[config.mk]
export PLATFORM = sky130hd
export DESIGN_NAME = pkt_capture
export DESIGN_NICKNAME = d
export VERILOG_FILES = /design/src/rtl/pkt_capture.sv
export SDC_FILE = /design/constraint.sdc
export NUM_CORES = 1
export LEC_CHECK = 0
export ABC_AREA = 1
export CORE_AREA = 2 2 174 176
export CTS_CLUSTER_SIZE = 40
export DETAILED_ROUTE_END_ITERATION = 16
export DIE_AREA = 0 0 176 178
export PLACE_DENSITY = 0.88
export REMOVE_ABC_BUFFERS = 1
export SLEW_MARGIN = 20
export SYNTH_ARGS = -nofsm -noshare
export SYNTH_HDL_FRONTEND = slang
export SYNTH_SLANG_ARGS = --single-unit
export TNS_END_PERCENT = 10
[constraint.sdc]
create_clock -name clk -period 14.27 [get_ports clk]
set_clock_uncertainty 0.1 [all_clocks]
set_input_delay 2.854 -clock clk [delete_from_list [all_inputs] [get_ports clk]]
set_output_delay 2.854 -clock clk [all_outputs]
set_load 0.005 [all_outputs]
[src/rtl/pkt_capture.sv]
// Captures whole MAC receive packets into the packet FIFO and hands each one to wr_ctrl
// with its length, timestamp and ring-buffer destination address.
module pkt_capture #(
   parameter int unsigned MAX_PKT_BYTES = 1518,
   parameter logic [31:0] BUF_BASE      = 32'h0000_0000,
   parameter logic [31:0] BUF_SIZE      = 32'h0010_0000,
   parameter int unsigned SLOT_MAX      = 1536
) (
   input  logic        clk,
   input  logic        reset,
   input  logic        enable,
   input  logic        st_valid,
   output logic        st_ready,
   input  logic [31:0] st_data,
   input  logic        st_sop,
   input  logic        st_eop,
   input  logic [1:0]  st_empty,
   input  logic [31:0] seconds,
   input  logic [31:0] nanoseconds,
   output logic        fifo_wrreq,
   output logic [31:0] fifo_data,
   input  logic        fifo_full,
   output logic        wr_ctrl,
   input  logic        wr_ctrl_rdy,
   output logic [31:0] control,
   output logic [31:0] pkt_begin,
   output logic [31:0] pkt_end,
   output logic [31:0] write_address,
   output logic [31:0] pkt_seconds,
   output logic [31:0] pkt_nanoseconds,
   output logic [31:0] pkt_count,
   output logic [31:0] drop_count
);

   typedef enum logic [2:0] {
      S_IDLE,
      S_RECV,
      S_DRAIN,
      S_ISSUE,
      S_WAIT_DONE
   } state_e;

   state_e      state_q, state_d;
   logic [31:0] byte_cnt_q, byte_cnt_d;
   logic        trunc_q, trunc_d;
   logic        miss_eop_q, miss_eop_d;
   logic        fifo_wrreq_q, fifo_wrreq_d;
   logic [31:0] fifo_data_q, fifo_data_d;
   logic        wr_ctrl_q, wr_ctrl_d;
   logic [31:0] control_q, control_d;
   logic [31:0] pkt_end_q, pkt_end_d;
   logic [31:0] write_address_q, write_address_d;
   logic [31:0] pkt_seconds_q, pkt_seconds_d;
   logic [31:0] pkt_nanoseconds_q, pkt_nanoseconds_d;
   logic [31:0] pkt_count_q, pkt_count_d;
   logic [31:0] drop_count_q, drop_count_d;

   logic [31:0] beat_bytes;
   logic [31:0] byte_sum;
   logic [31:0] len_rnd4;
   logic [31:0] rec_adv;
   logic [31:0] addr_inc;
   logic [31:0] addr_next;

   // Record = 16-byte header + word-padded payload, rounded up to a 64-byte slot.
   always_comb begin
      beat_bytes = st_eop ? (32'd4 - {30'd0, st_empty}) : 32'd4;
      byte_sum   = byte_cnt_q + beat_bytes;
      len_rnd4   = (pkt_end_q + 32'd3) & ~32'd3;
      rec_adv    = (len_rnd4 + 32'd16 + 32'd63) & ~32'd63;
      addr_inc   = write_address_q + rec_adv;
      addr_next  = (addr_inc + SLOT_MAX > BUF_BASE + BUF_SIZE) ? BUF_BASE : addr_inc;
   end

   // NOTE: every _d gets a default before the case so no path can infer a latch.
   always_comb begin
      state_d           = state_q;
      byte_cnt_d        = byte_cnt_q;
      trunc_d           = trunc_q;
      miss_eop_d        = miss_eop_q;
      fifo_wrreq_d      = 1'b0;
      fifo_data_d       = fifo_data_q;
      wr_ctrl_d         = 1'b0;
      control_d         = control_q;
      pkt_end_d         = pkt_end_q;
      write_address_d   = write_address_q;
      pkt_seconds_d     = pkt_seconds_q;
      pkt_nanoseconds_d = pkt_nanoseconds_q;
      pkt_count_d       = pkt_count_q;
      drop_count_d      = drop_count_q;

      unique case (state_q)
         S_IDLE: begin
            if (st_valid && st_sop && enable) begin
               pkt_seconds_d     = seconds;
               pkt_nanoseconds_d = nanoseconds;
               miss_eop_d        = 1'b0;
               if (fifo_full) begin
                  trunc_d    = 1'b1;
                  byte_cnt_d = 32'd0;
                  state_d    = st_eop ? S_ISSUE : S_DRAIN;
               end else begin
                  trunc_d      = 1'b0;
                  fifo_wrreq_d = 1'b1;
                  fifo_data_d  = st_data;
                  byte_cnt_d   = beat_bytes;
                  state_d      = st_eop ? S_ISSUE : S_RECV;
               end
            end
         end

         S_RECV: begin
            if (st_valid) begin
               if (st_sop) begin
                  miss_eop_d   = 1'b1;
                  drop_count_d = drop_count_q + 32'd1;
                  state_d      = S_ISSUE;
               end else if (fifo_full) begin
                  trunc_d = 1'b1;
                  state_d = st_eop ? S_ISSUE : S_DRAIN;
               end else if (byte_sum > MAX_PKT_BYTES) begin
                  // The crossing beat still carries the last stored bytes.
                  trunc_d      = 1'b1;
                  fifo_wrreq_d = 1'b1;
                  fifo_data_d  = st_data;
                  byte_cnt_d   = MAX_PKT_BYTES;
                  state_d      = st_eop ? S_ISSUE : S_DRAIN;
               end else begin
                  fifo_wrreq_d = 1'b1;
                  fifo_data_d  = st_data;
                  byte_cnt_d   = byte_sum;
                  if (st_eop) state_d = S_ISSUE;
               end
            end
         end

         S_DRAIN: begin
            if (st_valid) begin
               if (st_sop) begin
                  miss_eop_d   = 1'b1;
                  drop_count_d = drop_count_q + 32'd1;
                  state_d      = S_ISSUE;
               end else if (st_eop) begin
                  state_d = S_ISSUE;
               end
            end
         end

         S_ISSUE: begin
            wr_ctrl_d   = 1'b1;
            pkt_end_d   = byte_cnt_q;
            control_d   = {30'd0, miss_eop_q, trunc_q};
            pkt_count_d = pkt_count_q + 32'd1;
            if (st_valid && st_sop && enable) drop_count_d = drop_count_q + 32'd1;
            state_d     = S_WAIT_DONE;
         end

         S_WAIT_DONE: begin
            if (st_valid && st_sop && enable) drop_count_d = drop_count_q + 32'd1;
            if (wr_ctrl_rdy) begin
               write_address_d = addr_next;
               state_d         = S_IDLE;
            end
         end

         default: state_d = S_IDLE;
      endcase
   end

   // NOTE: sequential state uses non-blocking assignments only.
   always_ff @(posedge clk) begin
      if (reset) begin
         state_q           <= S_IDLE;
         byte_cnt_q        <= '0;
         trunc_q           <= 1'b0;
         miss_eop_q        <= 1'b0;
         fifo_wrreq_q      <= 1'b0;
         fifo_data_q       <= '0;
         wr_ctrl_q         <= 1'b0;
         control_q         <= '0;
         pkt_end_q         <= '0;
         write_address_q   <= BUF_BASE;
         pkt_seconds_q     <= '0;
         pkt_nanoseconds_q <= '0;
         pkt_count_q       <= '0;
         drop_count_q      <= '0;
      end else begin
         state_q           <= state_d;
         byte_cnt_q        <= byte_cnt_d;
         trunc_q           <= trunc_d;
         miss_eop_q        <= miss_eop_d;
         fifo_wrreq_q      <= fifo_wrreq_d;
         fifo_data_q       <= fifo_data_d;
         wr_ctrl_q         <= wr_ctrl_d;
         control_q         <= control_d;
         pkt_end_q         <= pkt_end_d;
         write_address_q   <= write_address_d;
         pkt_seconds_q     <= pkt_seconds_d;
         pkt_nanoseconds_q <= pkt_nanoseconds_d;
         pkt_count_q       <= pkt_count_d;
         drop_count_q      <= drop_count_d;
      end
   end

   assign st_ready        = 1'b1;
   assign fifo_wrreq      = fifo_wrreq_q;
   assign fifo_data       = fifo_data_q;
   assign wr_ctrl         = wr_ctrl_q;
   assign control         = control_q;
   assign pkt_begin       = 32'd0;
   assign pkt_end         = pkt_end_q;
   assign write_address   = write_address_q;
   assign pkt_seconds     = pkt_seconds_q;
   assign pkt_nanoseconds = pkt_nanoseconds_q;
   assign pkt_count       = pkt_count_q;
   assign drop_count      = drop_count_q;

endmodule

* After elaboration in Yosys (flattened, before gate mapping) *
Cells that the tools add are included.

word-level totals
  bits in registers = 265
  bits in latches = 0
  memory bits (writable) = 0
  ROM bits = 0
  input port bits = 106
  output and inout port bits = 291
  logic and storage cells = 103
  memories kept = 0

cells by class
  $add $sub $neg = 9
  multipliers = 0
  divide/modulo/power cells = 0
  magnitude comparators = 2
  equal/unequal tests = 14
  shift-type cells = 0
  mux-type cells = 48
  bitwise operators = 0
  reduce and logical (&&, ||, !) cells = 16

operators with widths
  cell                                                                                count
  32-bit 2-to-1 mux                                                                   15
  32-bit one-hot mux with 2 select lines                                              3
  32-bit by 1-bit adder with 32-bit output (second input constant)                    2
  32-bit adder                                                                        2
  32-bit by 11-bit adder with 32-bit output (second input constant)                   1
  32-bit by 2-bit adder with 32-bit output (second input constant)                    1
  32-bit by 5-bit adder with 32-bit output (second input constant)                    1
  32-bit by 6-bit adder with 32-bit output (second input constant)                    1
  32-bit by 11-bit greater-than comparator with 1-bit output (second input constant)  1
  32-bit by 21-bit greater-than comparator with 1-bit output (second input constant)  1
  3-bit 2-to-1 mux                                                                    9
  4-bit AND reduction                                                                 4
  1-bit 2-to-1 mux                                                                    15
  3-bit one-hot mux with 5 select lines                                               1
  2-bit != test (second input constant)                                               6
  5-bit AND reduction                                                                 2
  3-bit by 2-bit equality test with 1-bit output (second input constant)              2
  2-bit by 1-bit != test with 1-bit output (second input constant)                    3
  1-bit one-hot mux with 2 select lines                                               3
  2-bit nonzero test                                                                  3
  2-bit 2-to-1 mux                                                                    2
  2-bit AND reduction                                                                 2
  2-bit OR reduction                                                                  2
  3-bit by 2-bit subtractor with 4-bit output (first input constant)                  1
  5 further kinds                                                                     6

* Depth between registers and ports, before layout *
Gate-level depths: netlist of run 1.

  depth in word-level cells = 9
  depth in mapped cells = 39
  depth with buffers taken out = 38

* Worst setup path before layout of run 1 *
Ideal clock, no wire load.

  path kind = input-to-reg
  from = input port st_empty[0]
  to = register byte_cnt_q[10]
  setup time = 132 ps
  arrival = 5,422 ps
  data required time = 14,038 ps
  setup slack = 8,616 ps
  stages on the path = 19
  path buffers = 1
  cells stage by stage = inv_1 ha_1 nand2_1 fa_1 o21ai_0 nand2_1 nor2_1 nand3_1 nor2_1 nand3_1 a21oi_1 nand4_1 nor2_1 nand2_1 inv_1 buf_4 nand2_1 nand2_1 a21oi_1

on the way
  cells in the longest elaborated chain, start to end = 9
  elaborated cells between the ends (all ways) = 11
  those cells by class = add/sub: 2; order compare: 1; mux: 8

ends and longest elaborated chain
  item                                                        line  RTL
  start: declaration                                          17    input logic [1:0] st_empty,
  3-bit by 2-bit subtractor with 4-bit output *               67    beat_bytes = st_eop ? (32'd4 - {30'd0, st_empty}) : 32'd4;
  32-bit 2-to-1 mux *                                         67
  32-bit adder                                                68    byte_sum = byte_cnt_q + beat_bytes;
  32-bit by 11-bit greater-than comparator with 1-bit output  121   end else if (byte_sum > MAX_PKT_BYTES) begin
  32-bit 2-to-1 mux                                           121
  32-bit 2-to-1 mux                                           118   end else if (fifo_full) begin
  32-bit 2-to-1 mux                                           114   if (st_sop) begin
  32-bit 2-to-1 mux                                           113   if (st_valid) begin
  32-bit one-hot mux with 2 select lines *                    92    unique case (state_q)
  end signal: assignment                                      189   byte_cnt_q <= byte_cnt_d;
  end: declaration                                            44    logic [31:0] byte_cnt_q, byte_cnt_d;

Mark *: on every way between the ends. The rest lies on a longest branch, timed or not. The select of a mux whose other input is x is not followed.
A chain may end at the register's enable or synchronous reset.

* Final worst setup path of run 1 *
  from = input port st_empty[0]
  to = register state_q[0]

on the way
  cells in the longest elaborated chain, start to end = 9

ends and longest elaborated chain
  item                                                        line  RTL
  3-bit by 2-bit subtractor with 4-bit output                 67
  32-bit 2-to-1 mux                                           67
  32-bit adder                                                68
  32-bit by 11-bit greater-than comparator with 1-bit output  121
  3-bit 2-to-1 mux                                            121
  3-bit 2-to-1 mux                                            118
  3-bit 2-to-1 mux                                            114
  3-bit 2-to-1 mux                                            113
  3-bit one-hot mux with 5 select lines                       92
  end signal: assignment                                      188   state_q <= state_d;
  end: declaration                                            43    state_e state_q, state_d;

Every way passes these cells. The select of a mux whose other input is x is not followed.

==> results.toml, run 1 <==
[final_layout]
layout-drive-gt1-share_pct = 6.84
area_delta_synth_final_pct = 27.5
final_nets = 2886

[floorplan]
start_util_pct = 53.6
die_w_um = 176
ios = 397
placementRows = 63
core_sq_um = 29400
dieArea_sq_um = 31300
die_h_um = 178

[sta]
period_share_pct = 44.7
hold_viol = 0
timing.fmax_mhz = 157
tns_ns = 0
slew_viol_final = 0
final.setup.worst_slack_ns = 7.89
relSlewSlack_pct = 38.7
tightest_slew_ns = 0.913
setup_viol = 0
fin_crit_ns = 6.38
rsz0062_at_grt = "false"

[placement]
gp_congestion = 0.970
dp_hpwl_um = 38900
portBuffers = 327
dp_worst_setup_slack_ns = 7.27

[cts]
holdBufCountCts = 0
cts_resized = 0
clock_sinks = 259
cts_tree = "done"
clock_path_buffers = 3
root_buffer = "clkbuf_16"
insertion_delay_ns = 0.58
clk_pin_slew_ns = 0.06
postCtsSetupRepairBufs = 0
htreeDepth = 1
cts_buffers = 28

[grt]
grt_pass1_wl_um = 80900
overflow = 0
grt_max_degree = 132
grt_pass1_vias = 16386
grtUsageTotal_pct = 31.8
antenna_found_initial = 6

[logic_synthesis]
syn_avg_cell_area_sq_um = 6.43
synth.yosys.warnings = 0
synth.area.top_cells = "dfxtp_1 (33%), nand2_1 (13%), nor2_1 (9.8%), inv_1 (6.5%), o21ai_0 (5.7%)"
synth_seq_area_share_pct = 32.9
yosysTopAreaCellShare_pct = 32.9
synth-seq-cells = 259
ys_async_sr_fraction_pct = 0
synthesis.area_sq_um = 15700
syn_inst = 2447
synth_area_leader_cell = "dfxtp_1"
ys.flop_type = "dfxtp_1"
synth_edf_count = 0
synth_cell_type_count = 49

[critical_path]
critPathLaunchType = "input port"
cpMostUsedCell = "nand2_1"
cp-end-kind = "register"
slowest_delay_ns = 0.48
cp.required_ns = 14.67
worstPathMaxFanout = 11
arrival_ns = 6.78
crit_chain = "clkdlybuf4s50_1, inv_1, ha_1, nand2_1, fa_1, o21ai_0, nand2_1, nor2_1, nand3_1, nor2_1, nand2_1, nand2_1, nand2_1, inv_1, nand4_1, nor2_1, nand2_1, inv_1, nand3_1, nand2_1, nand2_1, a21oi_1"
setup.worst_path.class = "in -> reg"
cp_slowest_cell = "clkdlybuf4s50_1"

[route]
vias_per_cell = 5.30
wl_um = 51100
ant_nets = 0
drt_iter0_drc = 1130
avgRoutedWirePerCell_um = 16.2
drc = 0
dr.pass1.iters = 6
num_vias = 16749

[run]
cap_violations = 0

[power_and_ir_drop]
leakage_uw = 0.00825
p_per_area_nw_per_um2 = 95.5
vdd_drop_max_v = 0.0000919

[run_status]
status = "complete, no violations"

[min_path]
hp-class = "reg -> reg"
layer usage:
| metal | vias to the layer above | GRT usage (%) | wire length (um) | part of all wire [%] |
|---|---|---|---|---|
| met5 | - | 0 | 0 | 0 |
| met4 | 0 | 19.8 | 3460 | 6.8 |
| met3 | 182 | 7.27 | 3410 | 6.7 |
| met2 | 655 | 56.3 | 24900 | 49 |
| met1 | 7611 | 34.5 | 19300 | 38 |
| li1 | 8301 | - | - | - |
synthesized netlist by cell type, types with 3 or more instances:
| cell type | n |
|---|---|
| dfxtp_1 | 259 |
| clkinv_1 | 3 |
| nor2_4 | 12 |
| nand2_2 | 28 |
| nand2_1 | 556 |
| nand3_1 | 106 |
| nor2_2 | 31 |
| nand4_1 | 58 |
| a21oi_2 | 20 |
| clkbuf_1 | 61 |
| nor3_1 | 60 |
| xor2_1 | 42 |
| a21oi_1 | 115 |
| and2_1 | 7 |
| nor2_1 | 412 |
| a31oi_1 | 8 |
| nand3_2 | 16 |
| o21ai_0 | 179 |
| ha_1 | 34 |
| a211oi_1 | 3 |
| o21bai_1 | 3 |
| nor4_1 | 15 |
| o21a_1 | 9 |
| nand3b_1 | 8 |
| o21ai_1 | 3 |
| buf_4 | 71 |
| xnor2_1 | 15 |
| inv_1 | 273 |
| inv_2 | 12 |
path summary, 6_finish.rpt:
path,start,to,slack (ns),depth (start not counted)
setup reg to reg,pkt_end[6],write_address[31],7.96,32
setup / recovery,st_empty[0],state_q[0],7.89,22
hold / removal,drop_count[29],drop_count[29],0.39,2
hold reg to reg,drop_count[29],drop_count[29],0.39,2
flip-flops by register name, summed over array words and instances, names as in the netlist:
name / cells
state_q: 3
control: 2
drop_count: 32
byte_cnt_q: 32
fifo_data: 32
pkt_seconds: 32
wr_ctrl: 1
trunc_q: 1
pkt_nanoseconds: 32
pkt_count: 32
write_address: 26
miss_eop_q: 1
pkt_end: 32
fifo_wrreq: 1
cell usage in the layout (no fill, tap or decap), drive strengths merged, types with 17 or more instances in the layout:
cell	n
clkbuf	43
inv	286
a21oi	135
ha	34
xor2	43
nand3	122
conb	69
nor4	17
nand4	59
dfxtp	259
nor2	456
clkdlybuf4s50	326
nor3	62
o21ai	182
nand2	585
report_power, final:
group	internal (uW)	switching (uW)	leakage (uW)
Combinational	146	191	0.00567
Clock	476	307	0.000491
Sequential	765	32.7	0.00210
stage by stage:
step / area (sq um) / cells / util [%] / hold slack [ns] / total power [uW]
global route: 20100 / 3161 / 68.3 / 0.418 / 1990
floorplan: 15200 / 2378 / - / 0.332 / 969
CTS: 20000 / 3154 / 68.2 / 0.393 / 1920
global placement: 19000 / 3103 / 64.8 / 0.353 / 1130
finish: 20100 / 3161 / 68.3 / 0.389 / 1920
detailed placement: 19000 / 3103 / 64.8 / 0.381 / 1140
cell families (layout without fill, tap and decap cells):
group / Yosys count / count (layout) / share of synthesized area, %
fa+ha+maj: 36 / 36 / 2.96
buf+inv: 424 / 675 / 11.9
other cells: 2 / 75 / 0.0477
simple gates: 1322 / 1322 / 37.0
flops: 259 / 259 / 32.9
xor+xnor: 58 / 58 / 3.27
compound gates: 346 / 346 / 11.9
worst max-delay path: cells and delay by family:
kind            cells  cell delay (ns)
simple gates       14             1.73
buf+inv             4             0.86
compound gates      2             0.58
fa+ha+maj           2             0.75
final cells by class:
| class | count | area (sq um) |
|---|---|---|
| antenna | 6 | 15.0 |
| clock buffer | 43 | 837 |
| clock inverter | 8 | 165 |
| fill | 2440 | 9320 |
| inverter | 288 | 1080 |
| multi-input combinational | 1831 | 8950 |
| sequential | 259 | 5180 |
| tap | 390 | 488 |
| timing repair buffer | 336 | 3350 |
Note: power is estimated with default switching activity, not from simulation.
==> run 2, diff against run 1 <==
--- a/config.mk
+++ b/config.mk
@@ -6,11 +6,11 @@
 export NUM_CORES = 1
 export LEC_CHECK = 0
 export ABC_AREA = 1
-export CORE_AREA = 2 2 174 176
+export CORE_AREA = 2 2 181 183
 export CTS_CLUSTER_SIZE = 40
 export DETAILED_ROUTE_END_ITERATION = 16
-export DIE_AREA = 0 0 176 178
-export PLACE_DENSITY = 0.88
+export DIE_AREA = 0 0 183 185
+export PLACE_DENSITY = 0.82
 export REMOVE_ABC_BUFFERS = 1
 export SLEW_MARGIN = 20
 export SYNTH_ARGS = -nofsm -noshare
==> constraint.sdc (replaced) <==
create_clock -name clk -period 6.1 [get_ports clk]
set_clock_uncertainty 0.1 [all_clocks]
set_input_delay 1.22 -clock clk [delete_from_list [all_inputs] [get_ports clk]]
set_output_delay 1.22 -clock clk [all_outputs]
set_load 0.005 [all_outputs]
==> results.toml, run 2 (synthesis results as in run 1) <==
[run_status]
status = "complete, no violations"

[sta]
rsz0062_at_grt = "false"
tightest_slew_ns = 1.05
hold_viol = 0
period_share_pct = 89.1
slew_viol_final = 0
tns_ns = 0
setup_viol = 0
relSlewSlack_pct = 29.7
timing.fmax_mhz = 184
final.setup.worst_slack_ns = 0.663
fin_crit_ns = 5.44

[route]
avgRoutedWirePerCell_um = 16.3
dr.pass1.iters = 7
drt_iter0_drc = 1151
ant_nets = 0
drc = 0
wl_um = 52000
vias_per_cell = 5.29
num_vias = 16831

[final_layout]
stdcell_area_sq_um = 20100
layout_commonest_cell = "nand2_1"
postLayoutCoreUtil_pct = 62.7
layout.cells.non_filler = 3183
mostFrequentLayoutCells = "nand2_1 (556), nor2_1 (410), clkdlybuf4s50_1 (326)"
seqCellArea_sq_um = 5180
area_delta_synth_final_pct = 27.5
layout-drive-gt1-share_pct = 6.90
final_nets = 2889
fillerInstances = 2880
multi_input_area_sq_um = 8970

[critical_path]
setup.worst_path.class = "reg -> reg"
cpMostUsedCell = "nand2_1"
slowest_delay_ns = 0.50
crit_buf_inv = 3
critPathLaunchType = "register"
worstPathMaxFanout = 15
cp.required_ns = 6.47
cp-end-kind = "register"
arrival_ns = 5.81
crit_family = "simple AND/OR/NAND/NOR gates"
cp_slowest_cell = "dfxtp_1"

[cts]
clock_path_buffers = 3
insertion_delay_ns = 0.56
holdBufCountCts = 0
clock_sinks = 259
root_buffer = "clkbuf_16"
clk_pin_slew_ns = 0.06
cts_buffers = 28
cts_tree = "done"
htreeDepth = 1

[min_path]
hp-class = "reg -> reg"

[floorplan]
start_util_pct = 49.1
die_h_um = 185
ios = 397
die_w_um = 183
placementRows = 66
core_sq_um = 32000
dieArea_sq_um = 33900

[placement]
dp.cells = 3125
place_area_sq_um = 19100
dp_worst_setup_slack_ns = 0.568
dp_hpwl_um = 40200
gp_congestion = 0.991
portBuffers = 327

[power_and_ir_drop]
switching_share_pct = 28.0
vdd_drop_max_v = 0.000226
p_seq_share_pct = 42.4
p_switching_uw = 1230
p_clk_share_pct = 39.4
p_per_area_nw_per_um2 = 219
power.internal_uw = 3170
leakage_uw = 0.00825
combPwrFrac_pct = 18.2

[grt]
grt_pass1_wl_um = 82200
grt_pass1_vias = 16406
overflow = 0
antenna_found_initial = 7
grtUsageTotal_pct = 30.0
grt_max_degree = 102

[run]
cap_violations = 0
==> run 2: changes by cell type in the layout (fill, tap and decap cells not counted), moves of 2 or more <==
cell,change
buf_4,+2
buf_6,+2
bufinv_16,-2
clkbuf_8,-2
diode_2,+2
==> run 2: timing repair <==
| action | CTS | global route |
|---|---|---|
| setup endpoints to repair | 0 | 26 |
| resized for setup | 0 | 5 |
| buffers inserted | 0 | 0 |
==> run 2: cell type report <==
cell class                 instances  share of cell area (%)
multi-input combinational       1831                    44.7
sequential                       259                    25.8
timing repair buffer             339                    16.8
inverter                         288                    5.40
clock buffer                      42                    4.16
tap                              408                    2.54
clock inverter                     8                   0.499
antenna                            8                  0.0997
==> run 2: power by group through the flow <==
stage                     logic [uW]  registers (uW)  clock network [uW]
final                            801            1860                1730
after CTS                        794            1860                1750
after detailed placement         787            1900                   0
after global placement           774            1890                   0
after floorplan                  376            1890                   0
after global routing             880            1870                1820
==> run 2: metrics by stage <==
stage,hold slack (ns),total power (uW)
after floorplan,0.332,2270
after global placement,0.345,2660
after detailed placement,0.351,2680
after CTS,0.365,4400
after global routing,0.390,4570
final,0.363,4400
==> run 2: worst paths after layout <==
check / start / to / slack (ns) / cells past startpoint
min reg2reg: trunc_q / trunc_q / 0.36 / 2
max: pkt_end[14] / write_address[9] / 0.66 / 31
max reg2reg: pkt_end[14] / write_address[9] / 0.66 / 31
min: trunc_q / trunc_q / 0.36 / 2
==> run 2: metal layers <==
metal	wire (um)	track usage (%)	up-vias	share of wire (%)
met4	3180	16.8	0	6.1
met2	25700	54.4	622	49
met3	3400	5.90	180	6.5
met1	19700	32.8	7730	38
li1	-	-	8299	-
met5	0	0	-	0
==> run 2: worst register-to-register path, delay by kind of cell, from the launching register on <==
kind,cells,cell delay [ns]
and+or+nand+nor,23,3.13
DFF,1,0.50
AOI/OAI and AO/OA,3,0.60
adders and majority gates,1,0.41
xor gates and xnor gates,1,0.15
buffers and inverters,3,0.48
==> variant (config.mk and constraints of run 1) <==
Reset style: asynchronous (`reset`), changed in one clocked block.
--- a/src/rtl/pkt_capture.sv
+++ b/src/rtl/pkt_capture.sv
@@ -169,5 +169,5 @@
 
    // NOTE: sequential state uses non-blocking assignments only.
-   always_ff @(posedge clk) begin
+   always_ff @(posedge clk or posedge reset) begin
       if (reset) begin
          state_q           <= S_IDLE;
Behaviour: not the same (Yosys sat finds a counterexample within 4 cycles, from zero or initial values and one cycle with reset high; the reset may be asserted at any time).
==> variant against run 1 <==
Setup slack better by 250 ps. Register-to-register slack better by 270 ps. Design area is 3.9% higher. Synthesized area is 4.6% higher. Sequential cell count stayed put. Count of clock-buffer cells in the layout is 2 lower. First-iteration DRC count is 1.2% higher. Wire length is 6.5% higher. Synthesized cell count is 5.2% lower. Non-clock buffer count is 3 lower. Hold slack worse by 21 ps. Largest cell class unchanged.
Power is not compared: it rests on default switching activity, and its combinational part moved more than twofold at a synthesized area within 25%.
==> variant: results (changes against run 1) <==
| Metric | Value |
|---|---|
| Status | completed |
| DR iter-0 viols | 1,144 (+1.2%) |
| Clock buffer depth | 3 (unchanged) |
| PostCTS Resize Cnt | 0 (unchanged) |
| Post-synth ARST share | 1.000 (+1.000) |
| Hold Startpoint | pkt_nanoseconds[9]$_DFFE_PP0P_ |
| Nets | 2,783 (-3.6%) |
| Sequential share of the synthesized area | 0.3936 (+0.06431) |
| Wirelength, routed | 54.41 mm (+6.5%) |
| Distinct cell type count after synthesis | 44 (-10%) |
| Drt via density | 5.323 (+0.46%) |
| First-pass GRT wire length | 84.50 mm (+4.4%) |
| R2R setup slack | 8230 ps (+270 ps) |
| Pin count of the biggest net entering global routing | 114 (-14%) |
| Post-synthesis compound-gate area fraction | 0.03320 (-0.08567) |
| Final worst slack | 8143 ps (+253.5 ps) |
| Ranking of synthesized cells by area | dfrtp_1 39%, nand2_1 20%, inv_1 5.5%, nor2_1 5.3%, xor2_1 4.2% |
| WHS Endpoint | pkt_nanoseconds[9]$_DFFE_PP0P_ |
| RR Endpoint | write_address[31]$_DFFE_PP0P_ |
| CTS Buf Count | 29 (+3.6%) |
| Total global-route track usage | 0.3436 (+0.02553) |
| Cell family with most CP delay | simple AND/OR/NAND/NOR gates |
| Post-Synth Adder-Cell Area | 0.02827 (-0.001294) |
| Pre-CTS WS | 7632 ps (+362.9 ps) |
| Fill cells | 2,329 (-4.5%) |
| Most frequent cells after synthesis | 896 x nand2_1, 259 x dfrtp_1, 241 x inv_1 |
| CP max FO | 10 (-1) |
| Clk root buf | clkbuf_16 |
| Post-Synth XOR/XNOR Area | 0.06117 (+0.02843) |
| 1st-pass router iterations | 5 (-1) |
| Fraction of layout instances using a drive strength above 1 | 0.06464 (-0.003717) |
| Hpwl dp | 40.85 mm (+5.1%) |
| Reg2reg start | pkt_end[8]$_DFFE_PP0P_ |
| Vias in the first global route | 16,123 (-1.6%) |
| Reg2Reg Depth | 33 (+3.1%) |
| Arr. time, crit path | 6530 ps (-250 ps) |
| CP Capture Point | state_q[0]$_DFFE_PP0P_ |
| Worst slew slack as a fraction of its limit | 0.2898 (-0.09767) |
| Global placer's final weighted congestion | 0.9520 (-1.9%) |
-- variant: cell count changes after synthesis, moves of 26 or more --
cell             run 1  this run
a21oi_1            115        32
clkbuf_1            61        35
dfrtp_1              0       259
dfxtp_1            259         0
inv_1              273       241
nand2_1            556       896
nor2_1             412       233
nor3_1              60        22
o21ai_0            179        47
xor2_1              42        79
-- variant: worst min-delay path: stages (launching register included) --
cell and delay, ps:
dfrtp_1 340, nand2_1 50, nand2_1 50
-- variant: final cells by class --
| cell class | instances | area [um^2] | share of cell area |
|---|---|---|---|
| clock buffer | 41 | 850.8 | 0.04079 |
| sequential | 259 | 6481 | 0.3107 |
| multi-input combinational | 1765 | 8578 | 0.4112 |
| tap | 390 | 488.0 | 0.02339 |
| inverter | 253 | 957.2 | 0.04589 |
| clock inverter | 10 | 171.4 | 0.008217 |
| timing repair buffer | 333 | 3318 | 0.1591 |
| antenna | 6 | 15.01 | 0.0007198 |
-- variant: metal layers --
metal	share of wire	vias up	wire (um)	global-route usage
met5	0	-	0	0
met3	0.068	187	3689	0.06991
met1	0.36	7654	19360	0.3734
li1	-	7717	-	-
met2	0.51	715	27830	0.6255
met4	0.065	0	3534	0.1939
-- variant: through the flow --
| step | hold slack (ps) | std cells |
|---|---|---|
| 4_1_cts | 373.9 | 3051 |
| 2_1_floorplan | 341.8 | 2277 |
| 3_3_place_gp | 353.0 | 3000 |
| 3_5_place_dp | 358.3 | 3000 |
| 6_report | 368.8 | 3057 |
| 5_1_grt | 389.5 | 3057 |
